===== src/rtl/mc_ctrl.sv =====
// mc_ctrl: multicycle control sequencer for the MIPS datapath.
//
// Steps each instruction through FETCH, DECODE, EXECUTE, MEMORY and WRITEBACK
// states. It drives the datapath enables, the mux selects and the 4-bit ALU
// operation code. It also resolves beq from the ALU zero flag.
//
// Ports:
//   clk, rst_n      rising-edge clock, asynchronous active-low reset
//   opcode, funct   instruction[31:26] and instruction[5:0] from the IR
//   zero            ALU zero flag, sampled in BRANCH
//   mem_ready       memory completed the current access this cycle
//   operation       ALU code (AND 0000, OR 0001, add 0010, sub 0110,
//                   slt 0111, nor 1100)
//   alusrca/alusrcb ALU operand selects
//   pcsource, pc_en PC next-value select and write enable
//   iord            memory address select (0 = PC, 1 = ALUOut)
//   memread/memwrite memory strobes
//   irwrite         instruction register write enable
//   regdst/memtoreg register file write address / data selects
//   regwrite        register file write enable
//   illegal         one-cycle pulse on an unsupported opcode or funct
//   state           current state, exposed for debug
//
// Memory handshake: the controller holds memread or memwrite, together with
// iord, steady for as long as it waits. An access completes in the cycle
// where the strobe and mem_ready are both high. The FSM advances on that edge
// and not before. mem_ready is ignored outside FETCH, MEMREAD and MEMWRITE.
module mc_ctrl (
    input  logic       clk,
    input  logic       rst_n,
    input  logic [5:0] opcode,
    input  logic [5:0] funct,
    input  logic       zero,
    input  logic       mem_ready,
    output logic [3:0] operation,
    output logic       alusrca,
    output logic [1:0] alusrcb,
    output logic [1:0] pcsource,
    output logic       pc_en,
    output logic       iord,
    output logic       memread,
    output logic       memwrite,
    output logic       irwrite,
    output logic       regdst,
    output logic       memtoreg,
    output logic       regwrite,
    output logic       illegal,
    output logic [3:0] state
);

    typedef enum logic [3:0] {
        FETCH    = 4'd0,
        DECODE   = 4'd1,
        MEMADR   = 4'd2,
        MEMREAD  = 4'd3,
        MEMWB    = 4'd4,
        MEMWRITE = 4'd5,
        RTEXEC   = 4'd6,
        RTWB     = 4'd7,
        BRANCH   = 4'd8,
        JUMP     = 4'd9,
        ADDIEX   = 4'd10,
        ADDIWB   = 4'd11
    } state_t;

    localparam logic [5:0] OP_RTYPE = 6'b000000;
    localparam logic [5:0] OP_LW    = 6'b100011;
    localparam logic [5:0] OP_SW    = 6'b101011;
    localparam logic [5:0] OP_BEQ   = 6'b000100;
    localparam logic [5:0] OP_J     = 6'b000010;
    localparam logic [5:0] OP_ADDI  = 6'b001000;

    localparam logic [3:0] ALU_AND = 4'b0000;
    localparam logic [3:0] ALU_OR  = 4'b0001;
    localparam logic [3:0] ALU_ADD = 4'b0010;
    localparam logic [3:0] ALU_SUB = 4'b0110;
    localparam logic [3:0] ALU_SLT = 4'b0111;
    localparam logic [3:0] ALU_NOR = 4'b1100;

    state_t cur;

    assign state = cur;

    // State register. Any encoding outside the defined set returns to FETCH.
    always_ff @(posedge clk or negedge rst_n) begin
        if (!rst_n) begin
            cur <= FETCH;
        end else begin
            case (cur)
                FETCH:    if (mem_ready) cur <= DECODE;
                DECODE: begin
                    case (opcode)
                        OP_RTYPE:     cur <= RTEXEC;
                        OP_LW, OP_SW: cur <= MEMADR;
                        OP_BEQ:       cur <= BRANCH;
                        OP_J:         cur <= JUMP;
                        OP_ADDI:      cur <= ADDIEX;
                        default:      cur <= FETCH;
                    endcase
                end
                MEMADR:   cur <= (opcode == OP_LW) ? MEMREAD : MEMWRITE;
                MEMREAD:  if (mem_ready) cur <= MEMWB;
                MEMWB:    cur <= FETCH;
                MEMWRITE: if (mem_ready) cur <= FETCH;
                RTEXEC:   cur <= RTWB;
                RTWB:     cur <= FETCH;
                BRANCH:   cur <= FETCH;
                JUMP:     cur <= FETCH;
                ADDIEX:   cur <= ADDIWB;
                ADDIWB:   cur <= FETCH;
                default:  cur <= FETCH;
            endcase
        end
    end

    // Output decode. It is purely combinational on state and the live inputs.
    always_comb begin
        operation = 4'b0000;
        alusrca   = 1'b0;
        alusrcb   = 2'b00;
        pcsource  = 2'b00;
        pc_en     = 1'b0;
        iord      = 1'b0;
        memread   = 1'b0;
        memwrite  = 1'b0;
        irwrite   = 1'b0;
        regdst    = 1'b0;
        memtoreg  = 1'b0;
        regwrite  = 1'b0;
        illegal   = 1'b0;

        case (cur)
            FETCH: begin
                // PC + 4 is computed every cycle. PC and IR commit only
                // when the fetch completes.
                memread   = 1'b1;
                alusrcb   = 2'b01;
                operation = ALU_ADD;
                irwrite   = mem_ready;
                pc_en     = mem_ready;
            end
            DECODE: begin
                // Speculatively compute the branch target into ALUOut.
                alusrcb   = 2'b11;
                operation = ALU_ADD;
                case (opcode)
                    OP_RTYPE, OP_LW, OP_SW, OP_BEQ, OP_J, OP_ADDI: illegal = 1'b0;
                    default: illegal = 1'b1;
                endcase
            end
            MEMADR, ADDIEX: begin
                alusrca   = 1'b1;
                alusrcb   = 2'b10;
                operation = ALU_ADD;
            end
            MEMREAD: begin
                memread = 1'b1;
                iord    = 1'b1;
            end
            MEMWB: begin
                regwrite = 1'b1;
                memtoreg = 1'b1;
            end
            MEMWRITE: begin
                memwrite = 1'b1;
                iord     = 1'b1;
            end
            RTEXEC: begin
                alusrca = 1'b1;
                case (funct)
                    6'b100000: operation = ALU_ADD;
                    6'b100010: operation = ALU_SUB;
                    6'b100100: operation = ALU_AND;
                    6'b100101: operation = ALU_OR;
                    6'b101010: operation = ALU_SLT;
                    6'b100111: operation = ALU_NOR;
                    default: begin
                        // Unknown funct still executes as add and writes back.
                        operation = ALU_ADD;
                        illegal   = 1'b1;
                    end
                endcase
            end
            RTWB: begin
                regwrite = 1'b1;
                regdst   = 1'b1;
            end
            BRANCH: begin
                alusrca   = 1'b1;
                operation = ALU_SUB;
                pcsource  = 2'b01;
                pc_en     = zero;
            end
            JUMP: begin
                pcsource = 2'b10;
                pc_en    = 1'b1;
            end
            ADDIWB: begin
                regwrite = 1'b1;
            end
            default: ;
        endcase

        // While reset is held, state is already FETCH. Suppress every
        // enable and strobe so that nothing is written while reset is low.
        if (!rst_n) begin
            pc_en    = 1'b0;
            irwrite  = 1'b0;
            memread  = 1'b0;
            memwrite = 1'b0;
            regwrite = 1'b0;
            illegal  = 1'b0;
        end
    end

endmodule


===== config.mk =====
export PLATFORM = sky130hd
export DESIGN_NAME = mc_ctrl
export DESIGN_NICKNAME = d
export VERILOG_FILES = /design/src/rtl/mc_ctrl.sv
export SDC_FILE = /design/constraint.sdc
export NUM_CORES = 1
export LEC_CHECK = 0
export CORE_UTILIZATION = 33
export DETAILED_ROUTE_END_ITERATION = 8
export PLACE_DENSITY = 0.79
export SYNTH_ARGS = -nofsm -noshare
export SYNTH_HDL_FRONTEND = slang
export SYNTH_SLANG_ARGS = --single-unit

===== constraint.sdc =====
create_clock -name clk -period 1.2 [get_ports clk]
set_input_delay 0.24 -clock clk [delete_from_list [all_inputs] [get_ports clk]]
set_output_delay 0.24 -clock clk [all_outputs]
set_load 0.02 [all_outputs]

==> impl_metrics.ini, run 1 <==
[synthesis]
synth_top_area_share_pct = 15.81
synth_cell_types = 39
avgSynthCellArea_sq_um = 6.882
synth_top_area_cell = dfrtp_1
syn_inst = 92
yosysSeqAreaShare_pct = 15.81
async_flop_share_pct = 100.0
netlist_top_cells_area = dfrtp_1 16%, nor2_1 5.9%, nand2_1 5.3%
netlist_area_sq_um = 633.1
ys_warn_count = 0
synth_edf_count = 0
synth.net_count = 108
ys_seq_elements = 4
synth_flop_cell = dfrtp_1

[cts]
cts_hold_buf = 0
cts-resized-gates = 173
cts_root_buffer = clkbuf_4
numCtsBuffers = 3
post_cts_buffers = 16
cts_sinks = 4
cts_buffer_depth = 2
htree_num_levels = 1

[floorplanning]
fp.dieH_um = 45.80
initial_core_util_pct = 35.89
row_count = 15
die_w_um = 45.80
io_pins = 38

[status]
firstError = [ERROR DPL-0038] Utilization greater than 100%, impossible to legalize
haltStage = clock tree synthesis
status = aborted with a tool error

[place]
port_buffers = 37
gp_congestion = 0.9152
place_hpwl_um = 2186
place_ws_ns = -1.038
dp.cells = 196
## cell families after synthesis
kind of cell	synth area share (%)
xor gates and xnor gates	2.767
AOI/OAI and AO/OA	31.62
buffers and inverters	6.125
and+or+nand+nor	43.68
DFF	15.81
## through the flow
stage | hold slack [ns] | area, sq um
after detailed placement | 0.5880 | 1445
after global placement | 0.5919 | 1445
after floorplan | -0.05559 | 725.7
## Yosys cell counts (all sizes together), types with 2 or more instances
library cell   n
nand2b         5
and2b          2
dfrtp          4
nor2          11
buf            3
a41o           2
nand2          9
o21ai          4
nor2b          4
a31oi          3
nand3          2
xor2           2
and3           3
a21oi          5
nand3b         2
nor3           7
inv            5
and2           2
o2111ai        2
==> inputs of run 2 (changes only) <==
--- a/config.mk
+++ b/config.mk
@@ -5,9 +5,10 @@
 export SDC_FILE = /design/constraint.sdc
 export NUM_CORES = 1
 export LEC_CHECK = 0
-export CORE_UTILIZATION = 33
+export CORE_AREA = 2 2 63 65
 export DETAILED_ROUTE_END_ITERATION = 8
-export PLACE_DENSITY = 0.79
+export DIE_AREA = 0 0 65 67
+export PLACE_DENSITY_LB_ADDON = 0.15
 export SYNTH_ARGS = -nofsm -noshare
 export SYNTH_HDL_FRONTEND = slang
 export SYNTH_SLANG_ARGS = --single-unit
==> constraint.sdc (replaced) <==
create_clock -name clk -period 1.6 [get_ports clk]
set_input_delay 0.32 -clock clk [delete_from_list [all_inputs] [get_ports clk]]
set_output_delay 0.32 -clock clk [all_outputs]
set_load 0.02 [all_outputs]
==> impl_metrics.ini, run 2 <==
[cts]
cts_sinks = 4
cts_root_buffer = clkbuf_8
clk_transition_reported_paths_ns = 0.04
cts_tree = yes
numCtsBuffers = 3
htree_num_levels = 1
cts_buffer_depth = 2
clock_latency_ns = 0.22

[route]
drt_iter0_markers = 22
ant_nets = 0
drt-pass1-iter-count = 4
wl_per_cell_um = 12.58
wl_um = 2843
num_vias = 1029
vias_per_cell = 4.553
drc = 0

[timing]
finalCritPeriodShare_pct = 111.9
fmax_ghz = 0.5583
worst-slew-pin-transition_ns = 0.3447
final_max_slew_viol_count = 0
finalSetupViolations = 16
period_needed_ns = 1.791
worst_slack_ns = -0.1912
skew_ns = 0.007080
rsz0062_at_grt = yes
slew_headroom_pct = 76.96
hold_viol_final = 0

[cells_and_area]
nets = 195
final_area_sq_mm = 0.001637
mostFrequentLayoutCell = buf_4
final_cell_mix = 42 x buf_4, 22 x buf_6, 15 x dlygate4sd2_1
drive_above_1_share_pct = 58.43
instances_no_fill = 226
largest_register_ffs = 4
antenna_cells = 0
syn_to_final_growth_pct = 158.5

[setup_path]
cp_cell_sequence = and2b_2, o32ai_2, and2_4, buf_6
cp_top_family = simple AND/OR/NAND/NOR gates
worstPathMaxFanout = 4
cp_slowest_cell = dfrtp_1
max_stage_delay_ns = 0.42
arrival_ns = 1.47
path_buf_inv = 1
cp-start-kind = register
setup.worst_path.end_class = output port
required_ns = 1.28
crit_type = reg -> out

[floorplanning]
row_count = 22
die_w_um = 65
io_pins = 38
initial_core_util_pct = 17.56
core_sq_mm = 0.003606
fp.dieArea_sq_mm = 0.004355
fp.dieH_um = 67

[global_route]
antenna_found_initial = 0
grt-ovfl-total = 0
track_usage_pct = 14.11
grt_pass1_vias = 1092
grt_pass1_wl_um = 4864
grt_max_degree = 13

[synthesis]
netlist_top_cells_area = dfrtp_1 16%, nor2_1 5.9%, nand2_1 5.3%
async_flop_share_pct = 100.0
yosysMostFrequentCell = nor2_1
ys_warn_count = 0
synth_flop_cell = dfrtp_1
synth_top_area_cell = dfrtp_1
synth_cell_types = 39
yosysSeqAreaShare_pct = 15.81
synth.net_count = 108
synth_top_area_share_pct = 15.81
avgSynthCellArea_sq_um = 6.882
ys_seq_elements = 4
syn_inst = 92
synth_edf_count = 0
netlist_area_sq_um = 633.1
synth_common_cells = 10 x nor2_1, 9 x nand2_1, 6 x nor3_1

[power_and_ir_drop]
swShare_pct = 36.25
power_density_mw_per_mm2 = 518.2
switchingPower_w = 0.0003074
pwr-share-clk_pct = 27.0
leakage_nw = 0.7500
combPwrFrac_pct = 58.2
ir_drop_mv = 0.2144
cell_internal_pwr_w = 0.0005407
pwr-share-seq_pct = 14.8

[run]
max_cap_violations = 0

[status]
violations = setup timing
status = finished, violations left

[hold_path]
hold_path_class = in -> async

[place]
place_ws_ns = -0.8462
port_buffers = 37
dp.cells = 215
gp_congestion = 0.8224
place_hpwl_um = 2218
placed_area_sq_mm = 0.001399
run 2: cell counts after synthesis:
No cell type changed its count.
run 2: logic make-up (layout without fill, tap and decap cells):
group,count (synthesis),count (layout),share of synthesized area (%)
buf+inv,8,94,6.125
compound gates,28,28,31.62
flops,4,4,15.81
simple gates,50,50,43.68
xor+xnor,2,2,2.767
run 2: power groups by stage:
stage          sequential, W  clock (W)  combinational, W
5_1_grt             0.000127   0.000243          0.000536
4_1_cts             0.000121   0.000234          0.000448
6_report            0.000126   0.000229          0.000494
2_1_floorplan       0.000137          0          0.000179
3_5_place_dp        0.000121          0          0.000450
3_3_place_gp        0.000121          0          0.000448
run 2: per-stage QoR:
stage	hold slack [ns]	total power [W]	util [%]	TNS [ns]
floorplan	0.02441	0.0003162	-	-0.1774
finish	0.2804	0.0008481	45.39	-1.691
global placement	0.6192	0.0005686	38.79	-9.549
CTS	0.2287	0.0008029	41.43	-2.099
global route	0.2929	0.0009062	45.39	-2.992
detailed placement	0.6123	0.0005706	38.79	-9.575
run 2: timing repair:
item | 4_1_cts | 5_1_grt
pin swaps | 13 | 13
hold buffers | 0 | 0
buffers inserted | 2 | 5
gates cloned | 0 | 0
hold endpoints to repair | 0 | 0
setup endpoints to repair | 23 | 19
resized for setup | 127 | 33
run 2: layout make-up:
cell class / instances / area, sq um
Tap cell: 48 / 60.06
Multi-Input combinational cell: 80 / 649.4
Fill cell: 400 / 1969
Sequential cell: 4 / 103.9
Inverter: 5 / 21.27
Clock buffer: 4 / 45.04
Timing Repair Buffer: 85 / 757.0
run 2: worst reg2reg max path, cell delays in order (launching register included):
cell and delay, ns:
dfrtp_2 0.45, buf_4 0.16, nand2b_2 0.15, inv_1 0.08, buf_4 0.13, a2111oi_1 0.33
o31ai_1 0.13
run 2: worst paths after layout:
check                           startpoint  depth (start not counted)        to  slack, ns
worst max-delay path              state[1]                          4  regwrite      -0.19
worst min-delay path                 rst_n                          2  state[2]       0.28
worst max register to register    state[3]                          6  state[1]       0.02
worst min register to register    state[3]                          2  state[2]       0.66
max in group asynchronous            rst_n                          2  state[0]       1.20
min in group clk                  state[3]                          2  state[2]       0.66
run 2: metal layers:
| metal | GRT usage [%] | up-vias | wire length, um |
|---|---|---|---|
| met4 | 2.660 | 0 | 18 |
| met3 | 1.858 | 2 | 100 |
| li1 | - | 525 | - |
| met2 | 25.13 | 22 | 1405 |
| met5 | 0 | - | 0 |
| met1 | 18.16 | 480 | 1318 |
Note: power is estimated with default switching activity, not from simulation.
==> inputs of run 3 (changes only) <==
==> constraint.sdc (replaced) <==
create_clock -name clk -period 1.6 [get_ports clk]
set_input_delay 0.48 -clock clk [delete_from_list [all_inputs] [get_ports clk]]
set_output_delay 0.48 -clock clk [all_outputs]
set_load 0.02 [all_outputs]
==> impl_metrics.ini, run 3 (same netlist as run 2, synthesis figures left out) <==
[floorplanning]
die_w_um = 65
fp.dieH_um = 67
core_sq_mm = 0.003606
io_pins = 38
row_count = 22
fp.dieArea_sq_mm = 0.004355
initial_core_util_pct = 17.56

[cts]
cts_hold_buf = 0
cts_root_buffer = clkbuf_8
htree_num_levels = 1
cts_sinks = 4
cts_buffer_depth = 2
cts_tree = yes
clock_latency_ns = 0.22
clk_transition_reported_paths_ns = 0.03
numCtsBuffers = 3

[global_route]
grt_pass1_wl_um = 4871
grt-ovfl-total = 0
track_usage_pct = 14.58
grt_pass1_vias = 1055
grt_max_degree = 11
antenna_found_initial = 0

[route]
drt_iter0_markers = 23
vias_per_cell = 4.489
wl_um = 2943
drt-pass1-iter-count = 4
num_vias = 1028
wl_per_cell_um = 12.85
ant_nets = 0
drc = 0

[cells_and_area]
largest_register_ffs = 4
syn_to_final_growth_pct = 172.7
drive_above_1_share_pct = 69.61
antenna_cells = 0
finish.utilization_pct = 47.88
final_area_sq_mm = 0.001727
mostFrequentLayoutCell = buf_4
nets = 198
final_cell_mix = 41 x buf_4, 29 x buf_6, 7 x nand2_1, 7 x buf_2

[run]
max_cap_violations = 0

[setup_path]
r2r-end = state[2]
required_ns = 1.12
worstPathMaxFanout = 6
setup.worst_path.end_class = output port
r2r_slack_ns = 0.07
cp-start-kind = input pin
arrival_ns = 1.42
crit_type = in -> out
r2r_start = state[0]
reg2regPathDepth = 6

[timing]
finalCritPeriodShare_pct = 118.9
period_needed_ns = 1.903
fmax_ghz = 0.5256
finalSetupViolations = 19
worst-slew-pin-transition_ns = 0.3847
skew_ns = 0.003480
worst_slack_ns = -0.3027
final_max_slew_viol_count = 0
timing.hold.ws_ns = 0.2474
tns_ns = -3.622
rsz0062_at_grt = yes
slew_headroom_pct = 73.95
hold_viol_final = 0

[place]
placed_area_sq_mm = 0.001433
port_buffers = 37
place_hpwl_um = 2173
gp_congestion = 0.8038

[status]
violations = setup timing
status = finished, violations left

[hold_path]
hold_path_class = in -> async

[power_and_ir_drop]
ir_drop_mv = 0.1519
power_density_mw_per_mm2 = 520.4
leakage_nw = 0.7771
total_power_w = 0.0008986
run 3: cell count changes in the layout (fill, tap and decap cells not counted), moves of 4 or more:
cell	before	now
buf_2	0	7
clkbuf_2	0	4
buf_6	22	29
dlygate4sd2_1	15	2
run 3: layout make-up:
cell class / count / area, sq um
inverters: 5 / 18.77
multi-input cells: 80 / 723.2
clock buffers: 4 / 45.04
well taps: 48 / 60.06
fillers: 370 / 1879
repair buffers: 88 / 774.5
flip-flops and latches: 4 / 105.1
run 3: routing by layer:
metal	global-route usage (%)	share of wire (%)	vias to the layer above
met2	27.45	52	25
met3	2.365	4.9	0
li1	-	-	525
met1	17.17	43	478
met5	0	0	-
met4	3.191	0	0
run 3: metrics by stage:
step,cells,worst slack (ns)
after floorplan,92,-0.1950
after global placement,213,-1.130
after detailed placement,213,-1.161
after CTS,227,-0.3119
after global routing,229,-0.3737
final,229,-0.3027
run 3: critical path: stages:
cell and delay (ns):
dlygate4sd2_1 0.28, and3_1 0.20, nand2_1 0.08, a41o_1 0.25, buf_6 0.13
run 3: how the worst max path moves through the flow:
stage,from,end,slack (ns)
2_1_floorplan,state[3],pc_en,-0.19
3_3_place_gp,funct[0],illegal,-1.13
3_5_place_dp,funct[0],illegal,-1.16
4_1_cts,state[1],alusrcb[1],-0.31
5_1_grt,state[1],regwrite,-0.37
6_report,opcode[1],illegal,-0.30
run 3: report_power, final:
part | switching [W] | internal [W]
sequential | 0.0000196 | 0.000111
clock | 0.0000559 | 0.000170
combinational | 0.000254 | 0.000287
run 3: repair_timing:
action | 4_1_cts | 5_1_grt
gates resized for setup | 195 | 28
buffers inserted | 10 | 4
pin swaps | 17 | 12
endpoints found under the setup margin | 25 | 25
